**config.mk**
```make
export PLATFORM = sky130hd
export DESIGN_NAME = piso_tx
export DESIGN_NICKNAME = d
export VERILOG_FILES = /design/src/rtl/piso_tx.sv
export SDC_FILE = /design/constraint.sdc
export NUM_CORES = 1
export LEC_CHECK = 0
export ABC_AREA = 1
export CAP_MARGIN = 20
export CORE_MARGIN = 5
export CORE_UTILIZATION = 59
export CTS_BUF_LIST = sky130_fd_sc_hd__clkbuf_4 sky130_fd_sc_hd__clkbuf_8 sky130_fd_sc_hd__clkbuf_16
export DETAILED_ROUTE_END_ITERATION = 7
export DONT_BUFFER_PORTS = 1
export PLACE_DENSITY = 0.86
export RECOVER_POWER = 100
export SYNTH_ARGS = -nofsm -noshare
export SYNTH_HDL_FRONTEND = slang
export SYNTH_SLANG_ARGS = --single-unit
export TNS_END_PERCENT = 50
```
**constraint.sdc**
```tcl
create_clock -name clk -period 1.39 [get_ports clk]
set_input_delay 0.3475 -clock clk [delete_from_list [all_inputs] [get_ports clk]]
set_output_delay 0.3475 -clock clk [all_outputs]
set_load 0.1 [all_outputs]
```
**src/rtl/piso_tx.sv**
```systemverilog
// piso_tx: parallel-in serial-out transmitter with valid/ready load and shift-enable pacing
module piso_tx #(
  parameter int WIDTH     = 8,
  parameter bit MSB_FIRST = 1'b1
) (
  input  logic             clk,
  input  logic             rst_n,
  input  logic [WIDTH-1:0] din,
  input  logic             din_valid,
  output logic             din_ready,
  input  logic             shift_en,
  output logic             sout,
  output logic             sout_valid,
  output logic             last,
  output logic             busy
);
  localparam int CW = $clog2(WIDTH);
  localparam logic [CW-1:0] CNT_END = CW'(WIDTH - 1);
  typedef enum logic {IDLE, SHIFT} state_t;
  state_t           state_q;
  logic [WIDTH-1:0] shreg_q, load_d, shift_d;
  logic [CW-1:0]    cnt_q;
  logic             sout_q, valid_q, last_q, first_d, next_d;
  // Bit order is resolved here; the shift register always holds only the bits still to be sent
  always_comb begin
    first_d = MSB_FIRST ? din[WIDTH-1] : din[0];
    next_d  = MSB_FIRST ? shreg_q[WIDTH-1] : shreg_q[0];
    load_d  = MSB_FIRST ? din << 1 : din >> 1;
    shift_d = MSB_FIRST ? shreg_q << 1 : shreg_q >> 1;
  end
  // Framing FSM: load on handshake, advance one bit per enabled edge, idle one cycle between words
  always_ff @(posedge clk or negedge rst_n) begin
    if (!rst_n) begin
      state_q <= IDLE;
      shreg_q <= '0;
      cnt_q   <= '0;
      sout_q  <= 1'b0;
      valid_q <= 1'b0;
      last_q  <= 1'b0;
    end else if (state_q == IDLE) begin
      if (din_valid) begin
        state_q <= SHIFT;
        shreg_q <= load_d;
        cnt_q   <= '0;
        sout_q  <= first_d;
        valid_q <= 1'b1;
        last_q  <= 1'b0;
      end
    end else if (shift_en) begin
      if (cnt_q == CNT_END) begin
        state_q <= IDLE;
        sout_q  <= 1'b0;
        valid_q <= 1'b0;
        last_q  <= 1'b0;
      end else begin
        shreg_q <= shift_d;
        cnt_q   <= cnt_q + CW'(1);
        sout_q  <= next_d;
        last_q  <= (cnt_q == CNT_END - CW'(1));
      end
    end
  end
  assign din_ready  = (state_q == IDLE) && rst_n;
  assign busy       = (state_q == SHIFT);
  assign sout       = sout_q;
  assign sout_valid = valid_q;
  assign last       = last_q;
endmodule

```
==> results of run 1 <==
## what timing repair did
item / 4_1_cts / 5_1_grt
endpoints found under the setup margin: 2 / 13
cloned: 0 / 1
endpoints found under the hold margin: 14 / 0
buffers inserted: 2 / 1
resized for setup: 0 / 6
pin swaps: 0 / 2
hold buffers: 1 / 0
## placed cells by master (no fill, tap or decap)
cell	count
buf_12	1
buf_4	6
clkbuf_4	7
dfrtp_1	13
dfrtp_4	1
dlygate4sd3_1	1
ha_1	3
inv_1	6
inv_2	1
nand2_1	48
nand2_2	3
nand2_4	2
nand3_1	12
nand3_4	2
nand4_1	2
nor2_1	3
nor2_4	1
o22ai_1	1
## final cells by class
type,instances,area [sq um]
multi-input cells,77,395
flip-flops and latches,14,354
fillers,97,347
repair buffers,11,97.6
clock buffers,4,30.0
inverters,7,26.3
well taps,15,18.8
## power by group
part           leakage (nW)  switching (mW)  total, mW  internal, mW
Combinational         0.333           0.731       1.04         0.311
Sequential            0.181          0.0995      0.660         0.561
Clock                0.0184           0.141      0.272         0.131
## cell families (layout without fill, tap and decap cells)
group,Yosys count,after routing,share of synthesized area (%)
compound gates,1,1,0.816
fa+ha+maj,3,3,4.89
buf+inv,10,22,7.34
flops,14,14,45.7
simple gates,72,73,41.3
## per-stage QoR
stage               util, %  hold WS (ns)  worst slack (ns)  instances
floorplan                 -        0.0519            -0.345        100
global placement       65.6        0.0524             0.118        119
detailed placement     65.6        0.0523            0.0857        119
CTS                    69.9         0.208           -0.0664        126
global route           72.7         0.210           -0.0910        128
finish                 72.7         0.197           -0.0669        128
## worst max-delay path, cell delays in order (launching register included)
cell     delay (ns)
dfrtp_4        0.53
nor2_4         0.11
buf_12         0.18
## synthesized netlist by cell type
| library cell | count | share of area (%) |
|---|---|---|
| nand2_1 | 50 | 24 |
| dfrtp_1 | 14 | 46 |
| nand3_1 | 12 | 7.8 |
| inv_1 | 6 | 2.9 |
| nor2_1 | 4 | 2.0 |
| ha_1 | 3 | 4.9 |
| buf_6 | 2 | 2.9 |
| nand2_2 | 2 | 1.6 |
| nand4_1 | 2 | 1.6 |
| buf_4 | 1 | 0.98 |
| inv_2 | 1 | 0.49 |
| nand2_4 | 1 | 1.5 |
| nand3_4 | 1 | 2.3 |
| o22ai_1 | 1 | 0.82 |
## path summary, 6_finish.rpt
path                                  from    endpoint  slack, ns  cells after the start
min in group asynchronous            rst_n    cnt_q[2]       0.52                      1
max in group asynchronous            rst_n        busy       0.39                      1
worst max register to register        busy  shreg_q[5]       0.03                      6
worst min-delay path                din[0]  shreg_q[1]       0.20                      2
worst max-delay path                  busy   din_ready      -0.07                      2
worst min register to register  shreg_q[7]  shreg_q[7]       0.49                      2
## flip-flops by register name (all words and copies together), names as in the netlist
name and flops:
last 1, sout 1, shreg_q 7, cnt_q 3, sout_valid 1, busy 1
## metal layers
layer	vias to the layer above	global-route usage, %	share of wire (%)
met3	4	3.13	7.1
met4	0	8.52	1.5
li1	343	-	-
met2	36	28.6	49
met1	335	25.3	43
met5	-	0	0
==> run_results.csv, run 1 <==
group,metric,value,unit
yosys,syn_nets,115,
pwr,p_leak,0.533,nW
die,dieHeight,46.1,um
sta,setup_viol,2,
clocking,cts_buffers,3,
clocking,cts_sinks,14,
pwr,vdd_ir_drop_max,1600,uV
sta,period_needed,1.46,ns
setup_path,worstSetupPathType,"register to output port",
yosys,synth_cells,100,
die,fp-row-count,13,
setup_path,crit_path_end_kind,"output port",
sta,hold_violations,0,
sta,setup_tns,-0.0932,ns
global_route,grt_max_degree,15,
clocking,insertion_delay,0.29,ns
clocking,root_buffer,"clkbuf_4",
die,die-area,0.00212,sq mm
global_route,antenna_found_initial,0,
sta,fmax,686,MHz
placement,port-buffer-count,0,
clocking,ctsLongestPathBuffers,2,
sta,worst_slack,-0.0669,ns
drt,firstDrtPassIters,4,
drt,wl,1850,um
global_route,grt_first_pass_wirelength,2830,um
yosys,yosysUniqueCellTypes,14,
sta,tightest_slew,0.658,ns
drt,viasPerCell,5.61,
cells_and_area,stdcell_area,922,sq um
status,outcome,"finished with violations",
status,violations,"setup timing",
setup_path,crit_path_start_kind,"register",
die,initial_core_util,60.5,%
cells_and_area,fin_nets,129,
sta,drv_slew,0,
global_route,grt_use_total,18.6,%
clocking,cts_max_level,1,
clocking,cts_tree,"yes",
drt,wl_per_cell,14.4,um
global_route,overflow,0,
placement,place_area,832,sq um
drt,remaining_drc_errors,0,
run,maxCapViolCount,0,
global_route,grt_pass1_vias,673,
cells_and_area,syn_to_final_growth,20.2,%
clocking,cts.clk_slew.worst_paths,0.09,ns
placement,dpl.hpwl,1190,um
pwr,power.total,1.97,mW
placement,gp_congestion,0.792,
yosys,synth-warning-count,0,
yosys,seq_area_frac_synth,45.7,%
yosys,synthesis.area,767,sq um
sta,fin_worst_skew,0.00659,ns
pwr,cellPowerDensity,2140,mW/mm^2
setup_path,cp.required,1.04,ns
drt,detail-route-antenna-nets,0,
cells_and_area,diodes,0,
yosys,syn_area_per_cell,7.67,sq um
sta,relSlewSlack,56.0,%
sta,rsz0062_at_grt,"true",
drt,drt_iter0_drc,25,
drt,vias,718,
min_path,hp-class,"primary input to register",
die,core,0.00127,sq mm
setup_path,arrival,1.11,ns
cells_and_area,drive_gt1_share,21.2,%
setup_path,crit_path_max_fanout,6,
die,die_w,46.1,um
die,io_pins,17,
yosys,synth_seq_cells,14,
sta,fin_crit_sh,105,%
No activity file was read; power rests on OpenSTA's default activity.
==> inputs of run 2 (changes only) <==
--- a/config.mk
+++ b/config.mk
@@ -8,11 +8,11 @@
 export ABC_AREA = 1
 export CAP_MARGIN = 20
 export CORE_MARGIN = 5
-export CORE_UTILIZATION = 59
+export CORE_UTILIZATION = 53
 export CTS_BUF_LIST = sky130_fd_sc_hd__clkbuf_4 sky130_fd_sc_hd__clkbuf_8 sky130_fd_sc_hd__clkbuf_16
 export DETAILED_ROUTE_END_ITERATION = 7
 export DONT_BUFFER_PORTS = 1
-export PLACE_DENSITY = 0.86
+export PLACE_DENSITY = 0.82
 export RECOVER_POWER = 100
 export SYNTH_ARGS = -nofsm -noshare
 export SYNTH_HDL_FRONTEND = slang
==> constraint.sdc (replaced) <==
create_clock -name clk -period 1.31 [get_ports clk]
set_input_delay 0.3275 -clock clk [delete_from_list [all_inputs] [get_ports clk]]
set_output_delay 0.3275 -clock clk [all_outputs]
set_load 0.1 [all_outputs]
==> run_results.csv, run 2 (synthesis gave the netlist of run 1 again) <==
group,metric,value,unit
drt,detail-route-antenna-nets,0,
drt,remaining_drc_errors,0,
drt,wl_per_cell,13.7,um
sta,setup_tns,-0.126,ns
clocking,ctsLongestPathBuffers,2,
clocking,insertion_delay,0.27,ns
clocking,cts_sinks,14,
global_route,antenna_found_initial,0,
setup_path,r2r_cells,8,
sta,drv_slew,0,
cells_and_area,finalNonFillerCells,129,
status,violations,"setup timing",
setup_path,timing.critical_path.to,"din_ready",
cells_and_area,final_common_cell,"nand2_1",
setup_path,worstSetupPathType,"register to output port",
sta,worst_slack,-0.0835,ns
sta,fin_worst_skew,0.000684,ns
sta,hold_violations,0,
setup_path,worst-path-buf-inv,1,
sta,fin_crit_sh,106,%
sta,period_needed,1.39,ns
global_route,grt_max_degree,15,
setup_path,cp.required,0.98,ns
die,die-area,0.00231,sq mm
drt,wl,1770,um
sta,tightest_slew,0.629,ns
die,core,0.00133,sq mm
cells_and_area,drive_gt1_share,27.2,%
clocking,cts_tree,"yes",
pwr,cellPowerDensity,2210,mW/mm^2
cells_and_area,regMostFlops,"shreg_q",
die,io_pins,17,
sta,setup_viol,2,
global_route,grt_use_total,16.6,%
die,fp-row-count,13,
pwr,vdd_ir_drop_max,1290,uV
global_route,overflow,0,
setup_path,cp_top_family,"flip-flops",
drt,viasPerCell,5.48,
pwr,power.total,2.15,mW
placement,numPlacedInstances,121,
sta,relSlewSlack,57.9,%
die,initial_core_util,57.5,%
setup_path,worstSetupPathDepth,2,
setup_path,r2r-end,"sout",
pwr,p_leak,0.541,nW
drt,drt_iter0_drc,22,
sta,finalHoldWorstSlack,0.193,ns
clocking,root_buffer,"clkbuf_4",
setup_path,crit_path_end_kind,"output port",
setup_path,startpoint,"busy",
cells_and_area,reg_top3,"shreg_q (7), cnt_q (3)",
die,die_w,48.0,um
sta,rsz0062_at_grt,"true",
cells_and_area,final_cell_mix,"nand2_1 (47), dfrtp_1 (13), nand3_1 (9)",
cells_and_area,syn_to_final_growth,26.6,%
clocking,cts.clk_slew.worst_paths,0.08,ns
drt,vias,707,
status,outcome,"finished with violations",
placement,gp_congestion,0.795,
setup_path,arrival,1.07,ns
setup_path,crit_path_start_kind,"register",
min_path,hp-class,"primary input to register",
die,dieHeight,48.0,um
placement,dpl.hpwl,1200,um
global_route,grt_first_pass_wirelength,2690,um
setup_path,cpMaxStageDelayCell,"dfrtp_4",
cells_and_area,diodes,0,
placement,port-buffer-count,0,
cells_and_area,largest_reg_flops,7,
cells_and_area,fin_nets,130,
run,maxCapViolCount,0,
placement,post-place-ws,-0.0253,ns
clocking,cts_max_level,1,
setup_path,worstReg2RegStart,"cnt_q[1]",
drt,firstDrtPassIters,4,
setup_path,cp_slowest_stage_delay,0.51,ns
global_route,grt_pass1_vias,637,
setup_path,crit_path_max_fanout,4,
clocking,cts_buffers,3,
sta,fmax,718,MHz
setup_path,path_cells,"nor2_4 -> buf_12",
setup_path,r2r_slack,0.01,ns
-- run 2: power breakdown --
| group | total, mW | switching [mW] | internal (mW) |
|---|---|---|---|
| clock | 0.301 | 0.132 | 0.169 |
| sequential | 0.697 | 0.102 | 0.595 |
| combinational | 1.15 | 0.796 | 0.356 |
| total | 2.15 | 1.03 | 1.12 |
-- run 2: through the flow --
| stage | utilization (%) | cell area (sq um) |
|---|---|---|
| floorplan | - | 782 |
| global placement | 63.5 | 847 |
| detailed placement | 63.5 | 847 |
| CTS | 68.9 | 918 |
| global route | 72.8 | 971 |
| finish | 72.8 | 971 |
-- run 2: cell type report --
| type | count | area (sq um) |
|---|---|---|
| fill | 103 | 363 |
| sequential | 14 | 354 |
| inverter | 7 | 28.8 |
| tap | 15 | 18.8 |
| multi-input combinational | 77 | 420 |
| timing repair buffer | 12 | 113 |
| clock buffer | 4 | 36.3 |
-- run 2: timing repair --
item | CTS | global route
hold buffers | 1 | 0
cloned | 0 | 1
pin swaps | 1 | 3
resized for setup | 3 | 14
buffers inserted | 2 | 0
setup endpoints to repair | 9 | 15
hold endpoints to repair | 14 | 0
-- run 2: worst min-delay path by stage --
stage	start	slack, ns	endpoint	cells after the start
5_1_grt	shift_en	0.20	cnt_q[0]	2
3_5_place_dp	rst_n	0.03	last	0
4_1_cts	din[0]	0.19	shreg_q[1]	2
2_1_floorplan	rst_n	0.03	cnt_q[0]	0
3_3_place_gp	rst_n	0.03	last	0
6_report	din[0]	0.19	shreg_q[1]	2
-- run 2: layer usage --
metal	wire length, um	share of wire [%]	track usage [%]	up-vias
li1	-	-	-	344
met1	742	42	21.0	333
met2	881	50	27.7	28
met3	138	7.8	3.01	2
met5	0	0	0	-
met4	8	0.45	6.45	0
==> inputs of run 3 (changes only) <==
--- a/config.mk
+++ b/config.mk
@@ -9,7 +9,7 @@
 export CAP_MARGIN = 20
 export CORE_MARGIN = 5
 export CORE_UTILIZATION = 53
-export CTS_BUF_LIST = sky130_fd_sc_hd__clkbuf_4 sky130_fd_sc_hd__clkbuf_8 sky130_fd_sc_hd__clkbuf_16
+export CTS_BUF_LIST = sky130_fd_sc_hd__clkbuf_16
 export DETAILED_ROUTE_END_ITERATION = 7
 export DONT_BUFFER_PORTS = 1
 export PLACE_DENSITY = 0.82
==> run_results.csv, run 3 (synthesis gave the netlist of run 1 again) <==
group,metric,value,unit
status,outcome,"finished with violations",
status,violations,"setup timing",
setup_path,startpoint,"busy",
die,fp-row-count,13,
setup_path,arrival,1.03,ns
drt,detail-route-antenna-nets,0,
placement,gp_congestion,0.795,
setup_path,crit_path_start_kind,"register",
sta,fmax,739,MHz
global_route,grt_use_total,18.5,%
drt,wl,1770,um
cells_and_area,final_cell_mix,"nand2_1 (47), dfrtp_1 (13), nand3_1 (12)",
drt,vias,710,
global_route,grt_max_degree,15,
pwr,cellPowerDensity,2390,mW/mm^2
pwr,comb_power_share,46.1,%
clocking,insertion_delay,0.24,ns
die,core,0.00133,sq mm
cells_and_area,drive_gt1_share,23.0,%
drt,firstDrtPassIters,5,
clocking,cts_max_level,1,
setup_path,cp.required,0.98,ns
drt,wl_per_cell,13.9,um
run,maxCapViolCount,0,
global_route,grt_pass1_vias,672,
cells_and_area,syn_to_final_growth,28.5,%
drt,drt_iter0_drc,20,
placement,port-buffer-count,0,
clocking,cts.clk_slew.worst_paths,0.05,ns
die,die-area,0.00231,sq mm
pwr,power_frac_seq,29.4,%
sta,worst_slack,-0.0438,ns
setup_path,worstReg2RegStart,"busy",
die,initial_core_util,57.5,%
pwr,p_int,1.32,mW
clocking,cts_sinks,14,
sta,hold_violations,0,
pwr,p_leak,0.551,nW
sta,tightest_slew,0.645,ns
min_path,min_from,"din[0]",
sta,fin_worst_skew,0.00474,ns
sta,rsz0062_at_grt,"true",
sta,fin_crit_sh,103,%
sta,finalHoldWorstSlack,0.226,ns
die,dieHeight,48.0,um
placement,dpl.hpwl,1200,um
placement,numPlacedInstances,121,
cells_and_area,regMostFlops,"shreg_q",
sta,period_needed,1.35,ns
cells_and_area,diodes,0,
die,io_pins,17,
clocking,cts_buffers,3,
pwr,vdd_ir_drop_max,1310,uV
setup_path,crit_path_end_kind,"output port",
drt,remaining_drc_errors,0,
cells_and_area,final_common_cell,"nand2_1",
min_path,hp-class,"primary input to register",
die,die_w,48.0,um
drt,viasPerCell,5.55,
global_route,overflow,0,
clocking,cts_tree,"yes",
clocking,ctsLongestPathBuffers,2,
sta,setup_viol,2,
pwr,clockPowerShare,24.5,%
global_route,antenna_found_initial,0,
setup_path,worstSetupPathType,"register to output port",
cells_and_area,reg_top3,"shreg_q (7), cnt_q (3)",
clocking,root_buffer,"clkbuf_16",
cells_and_area,largest_reg_flops,7,
sta,relSlewSlack,56.8,%
sta,drv_slew,0,
cells_and_area,fin_nets,129,
pwr,p_sw,1.04,mW
pwr,power.share.switching,44.0,%
global_route,grt_first_pass_wirelength,2930,um
setup_path,crit_path_max_fanout,4,
cells_and_area,finalNonFillerCells,128,
run 3: power by group through the flow:
stage,combinational (mW),clock [mW],sequential (mW)
floorplan,0.493,0,1.01
detailed placement,0.993,0,0.711
global route,1.18,0.610,0.714
CTS,1.05,0.578,0.691
finish,1.09,0.578,0.693
global placement,0.973,0,0.706
run 3: repair_timing:
item                       in CTS  in global routing
cloned                          0                  1
hold endpoints to repair       14                  0
resized for setup               2                 12
pin swaps                       1                  5
hold buffers                    1                  0
buffers inserted                1                  0
setup endpoints to repair       9                 15
run 3: final cells by class:
type                    count  area [sq um]
fillers                    99           348
clock buffers               3          75.1
clock inverters             1          3.75
flip-flops and latches     14           354
repair buffers             11           103
well taps                  15          18.8
multi-input cells          77           400
inverters                   7          31.3
run 3: per-layer routing:
| layer | GRT usage, % | vias up | part of all wire, % |
|---|---|---|---|
| li1 | - | 342 | - |
| met1 | 22.4 | 325 | 42 |
| met2 | 30.1 | 39 | 49 |
| met3 | 4.14 | 4 | 7.6 |
| met4 | 10.2 | 0 | 1.4 |
| met5 | 0 | - | 0 |
run 3: final timing paths:
check                      slack (ns)  cells past startpoint          to
max reg2reg                      0.02                      5    cnt_q[1]
max in group asynchronous        0.28                      1        busy
min                              0.23                      2  shreg_q[1]
min in group asynchronous        0.55                      1    cnt_q[2]
max                             -0.04                      2   din_ready
min reg2reg                      0.49                      2  shreg_q[6]
run 3: through the flow:
| step | setup WS (ns) | area (sq um) | TNS (ns) | util (%) | power, mW |
|---|---|---|---|---|---|
| 2_1_floorplan | -0.405 | 782 | -0.415 | - | 1.50 |
| 3_3_place_gp | 0.0458 | 847 | 0 | 63.5 | 1.68 |
| 3_5_place_dp | -0.0253 | 847 | -0.103 | 63.5 | 1.70 |
| 4_1_cts | -0.0485 | 951 | -0.0548 | 71.3 | 2.32 |
| 5_1_grt | -0.0618 | 986 | -0.437 | 73.9 | 2.50 |
| 6_report | -0.0438 | 986 | -0.0475 | 73.9 | 2.36 |
run 3: critical path, stage by stage, from the launching register on:
cell and delay, ns:
dfrtp_4 0.50, nor2_4 0.11, buf_12 0.18
